<file path="config.mk">
export PLATFORM = sky130hd
export DESIGN_NAME = alu_arbiter
export DESIGN_NICKNAME = d
export VERILOG_FILES = /design/src/rtl/alu_pkg.sv /design/src/rtl/rr_arb2.sv /design/src/rtl/alu_arbiter.sv
export SDC_FILE = /design/constraint.sdc
export NUM_CORES = 1
export LEC_CHECK = 0
export CAP_MARGIN = 20
export CORE_ASPECT_RATIO = 0.7
export CORE_MARGIN = 2
export CORE_UTILIZATION = 40
export CTS_CLUSTER_SIZE = 10
export DETAILED_ROUTE_END_ITERATION = 7
export MAX_ROUTING_LAYER = met4
export PLACE_DENSITY = 0.83
export SYNTH_ARGS = -nofsm -noshare
export SYNTH_HDL_FRONTEND = slang
export SYNTH_SLANG_ARGS = --single-unit
</file>
<file path="constraint.sdc">
create_clock -name clk -period 2.1 [get_ports clk]
set_clock_uncertainty 0.2 [all_clocks]
set_input_delay 0.42 -clock clk [delete_from_list [all_inputs] [get_ports clk]]
set_output_delay 0.42 -clock clk [all_outputs]
set_load 0.05 [all_outputs]
</file>
<file path="src/rtl/alu_pkg.sv">
// Shared opcode constants and state encoding for the ALU arbiter.
package alu_pkg;

    localparam logic [3:0] ALU_AND = 4'b0000;
    localparam logic [3:0] ALU_OR  = 4'b0001;
    localparam logic [3:0] ALU_ADD = 4'b0010;
    localparam logic [3:0] ALU_SUB = 4'b0110;

    typedef enum logic [1:0] {
        ST_IDLE = 2'd0,
        ST_EXEC = 2'd1,
        ST_RESP = 2'd2
    } arb_state_e;

endpackage

</file>
<file path="src/rtl/rr_arb2.sv">
// Two-way round-robin grant: on a tie the requester not served last wins.
module rr_arb2 (
    input  logic valid0,
    input  logic valid1,
    input  logic last_gnt,
    output logic gnt0,
    output logic gnt1,
    output logic gnt_idx
);

    assign gnt0    = valid0 && (!valid1 || last_gnt);
    assign gnt1    = valid1 && (!valid0 || !last_gnt);
    assign gnt_idx = gnt1;

endmodule

</file>
<file path="src/rtl/alu_arbiter.sv">
// Shares one external ALU between two valid/ready requesters, returning the
// captured result and Zero flag to whichever requester was granted.
//
// state   | meaning
// IDLE    | arbitrate, accept one request, latch ALU pins
// EXEC    | hold ALU pins for ALU_LATENCY+1 cycles, capture on last edge
// RESP    | present result to the granted requester until it consumes it
module alu_arbiter
    import alu_pkg::*;
#(
    parameter int WIDTH       = 32,
    parameter int ALU_LATENCY = 1
) (
    input  logic             clk,
    input  logic             rst_n,
    input  logic             req0_valid,
    output logic             req0_ready,
    input  logic [3:0]       req0_op,
    input  logic [WIDTH-1:0] req0_a,
    input  logic [WIDTH-1:0] req0_b,
    input  logic             req1_valid,
    output logic             req1_ready,
    input  logic [3:0]       req1_op,
    input  logic [WIDTH-1:0] req1_a,
    input  logic [WIDTH-1:0] req1_b,
    output logic             rsp0_valid,
    input  logic             rsp0_ready,
    output logic             rsp1_valid,
    input  logic             rsp1_ready,
    output logic [WIDTH-1:0] rsp_result,
    output logic             rsp_zero,
    output logic [3:0]       alu_control,
    output logic [WIDTH-1:0] alu_arg1,
    output logic [WIDTH-1:0] alu_arg2,
    input  logic [WIDTH-1:0] alu_result,
    input  logic             alu_zero,
    output logic             busy
);

    localparam logic [2:0] CNT_LAST = 3'(ALU_LATENCY);

    arb_state_e state, state_nxt;
    logic [2:0] cnt;
    logic       gnt_idx;
    logic       last_gnt;
    logic       arb_gnt0, arb_gnt1, arb_idx;
    logic       accept, exec_done, rsp_fire;

    rr_arb2 u_arb (
        .valid0   (req0_valid),
        .valid1   (req1_valid),
        .last_gnt (last_gnt),
        .gnt0     (arb_gnt0),
        .gnt1     (arb_gnt1),
        .gnt_idx  (arb_idx)
    );

    always_ff @(posedge clk or negedge rst_n) begin
        if (!rst_n) state <= ST_IDLE;
        else        state <= state_nxt;
    end

    // ready is gated by rst_n so nothing is offered while reset is held
    always_comb begin
        state_nxt  = state;
        req0_ready = 1'b0;
        req1_ready = 1'b0;
        accept     = 1'b0;
        exec_done  = 1'b0;
        rsp_fire   = 1'b0;
        case (state)
            ST_IDLE: begin
                req0_ready = arb_gnt0 && rst_n;
                req1_ready = arb_gnt1 && rst_n;
                accept     = req0_ready || req1_ready;
                if (accept) state_nxt = ST_EXEC;
            end
            ST_EXEC: begin
                exec_done = (cnt == CNT_LAST);
                if (exec_done) state_nxt = ST_RESP;
            end
            ST_RESP: begin
                rsp_fire = gnt_idx ? rsp1_ready : rsp0_ready;
                if (rsp_fire) state_nxt = ST_IDLE;
            end
            default: state_nxt = ST_IDLE;
        endcase
    end

    assign rsp0_valid = (state == ST_RESP) && !gnt_idx;
    assign rsp1_valid = (state == ST_RESP) &&  gnt_idx;
    assign busy       = (state != ST_IDLE);

    // last_gnt resets to 1 so the first tie goes to req0
    always_ff @(posedge clk or negedge rst_n) begin
        if (!rst_n) begin
            alu_control <= '0;
            alu_arg1    <= '0;
            alu_arg2    <= '0;
            rsp_result  <= '0;
            rsp_zero    <= 1'b0;
            cnt         <= '0;
            gnt_idx     <= 1'b0;
            last_gnt    <= 1'b1;
        end else begin
            if (accept) begin
                alu_control <= arb_idx ? req1_op : req0_op;
                alu_arg1    <= arb_idx ? req1_a  : req0_a;
                alu_arg2    <= arb_idx ? req1_b  : req0_b;
                gnt_idx     <= arb_idx;
                cnt         <= '0;
            end else if ((state == ST_EXEC) && !exec_done) begin
                cnt <= cnt + 3'd1;
            end
            if (exec_done) begin
                rsp_result <= alu_result;
                rsp_zero   <= alu_zero;
            end
            if (rsp_fire) last_gnt <= gnt_idx;
        end
    end

endmodule

</file>
==> qor.yml <==
swShare_pct: 48.3
area_growth_syn_to_layout_pct: 60.0
clock-root-buffer: "clkbuf_16"
p_sw_mw: 6.71
detail-route-antenna-nets: 0
num_rows: 34
worst_setup_path_start_kind: "register"
avgRoutedWirePerCell_microns: 19.9
cp.arrival_ns: 1.47
finalWirelength_mm: 15.8
initial_core_util_pct: 41.5
pwr-share-seq_pct: 27.4
status: "finished clean"
dp_hpwl_mm: 11.8
clk_latency_ns: 0.34
clock.fmax_ghz: 0.478
clkTransAtPathRegs_ns: 0.07
synth_nets: 533
powerDensity_mw_per_mm2: 1670
cp-end-kind: "primary output"
min_period_ns: 2.09
cts_buffers: 9
die_x_microns: 140
numPortBuffers: 280
fp.coreArea_sq_mm: 0.0125
num_vias: 4379
stdcell_area_sq_mm: 0.00834
p_int_mw: 7.19
crit_type: "register to primary output"
cts_num_sinks: 108
cts.path.max_buffers: 2
fin_tns_setup_ns: 0
min_path_type: "register to register"
place_congestion: 0.801
relSlewSlack_pct: 66.3
p_leak_nw: 3.33
grt_pass1_wl_mm: 24.9
synth_area_leaders: "dfrtp_1 51%, a2bb2oi_2 19%, o32ai_1 11%, mux2_1 7.1%, buf_8 1.7%"
grt_start_max_net_pins: 55
fin_cells: 795
vdd_drop_max_uv: 1040
critPathMaxFanout: 2
synth_area_sq_mm: 0.00521
grt_pass1_vias: 4715
combPwrFrac_pct: 60.9
overflow: 0
rsz0062_at_grt: "yes"
fill_cells: 936
worst_pin_slew_ns: 0.508
yosys.area.top_type_share_pct: 51.4
finish.net_count: 805
syn_avg_cell_area_sq_um: 14.6
yosys_warnings: 0
setup_ws_ns: 0.00912
pre_cts_ws_ns: -0.203
die_h_microns: 99.5
ioPinCount: 281
ys_ff_latch: 108
antenna_found_initial: 0
drc_errors: 0
synth_area_leader_cell: "dfrtp_1"
cts_tree: "done"
final_max_slew_viol_count: 0
layout-drive-gt1-share_pct: 33.3
max-cap-violations: 0
p_clk_share_pct: 11.7
synth_cells: 356
yosysUniqueCellTypes: 35
dpl.cell_count: 775
viasPerCell: 5.51
drtIter0Drc: 153
yosysSeqAreaShare_pct: 51.9
die-area_sq_mm: 0.0140
hold_viol: 0
period_share_pct: 99.6
dpl_cell_area_sq_mm: 0.00802
htree_levels: 3
antennaDiodeCount: 0
firstDrtPassIters: 4
setup_violations: 0
required_ns: 1.48
grt_use_total_pct: 23.4
[repair_timing]
item                       in CTS  in global routing
hold endpoints to repair       54                  0
setup endpoints to repair      14                 56
pin swaps                       3                  3
buffers inserted                2                  1
hold buffers                    1                  0
gates resized for setup        17                  3
[power groups by stage]
stage	combinational, mW	clock, mW	sequential, mW
after floorplan	2.57	0	7.07
after global placement	8.37	0	3.79
after detailed placement	8.52	0	3.86
after CTS	8.51	1.69	3.81
after global routing	8.80	1.77	3.94
final	8.47	1.63	3.80
[logic make-up (layout without fill, tap and decap cells)]
kind of cell               after synthesis  after routing  synth area share [%]
AOI/OAI and AO/OA                      149            149                  32.4
adders and majority gates                2              2                 0.480
buffers and inverters                   45            322                  5.52
DFF                                    108            108                  51.9
muxes                                   34             34                  7.35
and+or+nand+nor                         18             18                  2.35
[path summary, 6_finish.rpt]
check                      cells after the start             end  slack, ns           start
min                                            1  rsp_result[22]       0.28  rsp_result[22]
max reg2reg                                    6   rsp_result[7]       0.17          cnt[1]
min in group asynchronous                      3          cnt[1]       0.52           rst_n
min reg2reg                                    1  rsp_result[22]       0.28  rsp_result[22]
max                                            4      req1_ready      0.009        state[0]
max in group asynchronous                      4    alu_arg2[21]       0.33           rst_n
[cell usage after synthesis]
master,number
or3_1,1
a2bb2oi_1,2
o21a_1,1
nor2_1,2
o32ai_1,68
buf_8,6
o22ai_1,1
inv_2,1
inv_1,3
a2bb2oi_2,66
buf_4,1
or4_1,1
dfstp_2,1
a21bo_1,1
mux2_2,1
mux2_1,33
ha_1,2
dfrtp_1,107
nor2_4,1
or2_1,1
nor4_1,1
a22o_1,1
nand2b_1,3
a21oi_1,4
o21ai_0,2
a21o_1,2
clkbuf_1,21
and2_1,1
buf_2,8
buf_6,5
nor2b_1,4
nand2_1,1
nor3b_4,1
a311oi_1,1
nor3_1,1
[stage by stage]
stage	util (%)	hold WS (ns)	total power [mW]
global placement	63.9	0.269	12.2
finish	66.5	0.283	13.9
global route	66.5	0.304	14.5
CTS	66.3	0.287	14.0
detailed placement	63.9	0.275	12.4
floorplan	-	-0.0756	9.64
[cell usage in the layout (no fill, tap or decap), types with 3 or more instances in the layout]
master           Yosys  layout
a21oi_1              4       4
inv_1                3       3
inv_6                0       3
dfrtp_1            107     106
mux2_1              33      33
clkbuf_16            0       9
nor2b_1              4       3
clkdlybuf4s50_1      0     171
buf_4                1     103
nand2b_1             3       3
dlygate4sd2_1        0      14
a2bb2oi_2           66      66
o32ai_1             68      68
buf_12               0      11
[state kept, by name, indices dropped and copies added (netlist names)]
name         flops
alu_arg1        32
alu_arg2        32
rsp_result      32
alu_control      4
cnt              3
state            2
gnt_idx          1
last_gnt         1
rsp_zero         1
[critical path: stages (launching register included)]
cell     delay [ns]
dfrtp_2        0.41
or2_4          0.25
buf_6          0.12
nor3_4         0.19
buf_12         0.16
[routing by layer]
layer  up-vias  track usage, %  part of all wire, %
met4         0            5.36                  1.2
met3        16            5.49                  6.7
met2       179            42.1                   52
met5         -               -                    0
li1       1987               -                    -
met1      2197            26.8                   40
[cell type report]
type / instances / area [sq um] / area share [%]
flip-flops and latches: 108 / 2710 / 32.4
repair buffers: 302 / 2860 / 34.3
multi-input cells: 203 / 2270 / 27.3
clock buffers: 10 / 239 / 2.87
inverters: 4 / 15.0 / 0.180
well taps: 162 / 203 / 2.43
clock inverters: 6 / 43.8 / 0.525
Note: power is estimated with default switching activity, not from simulation.
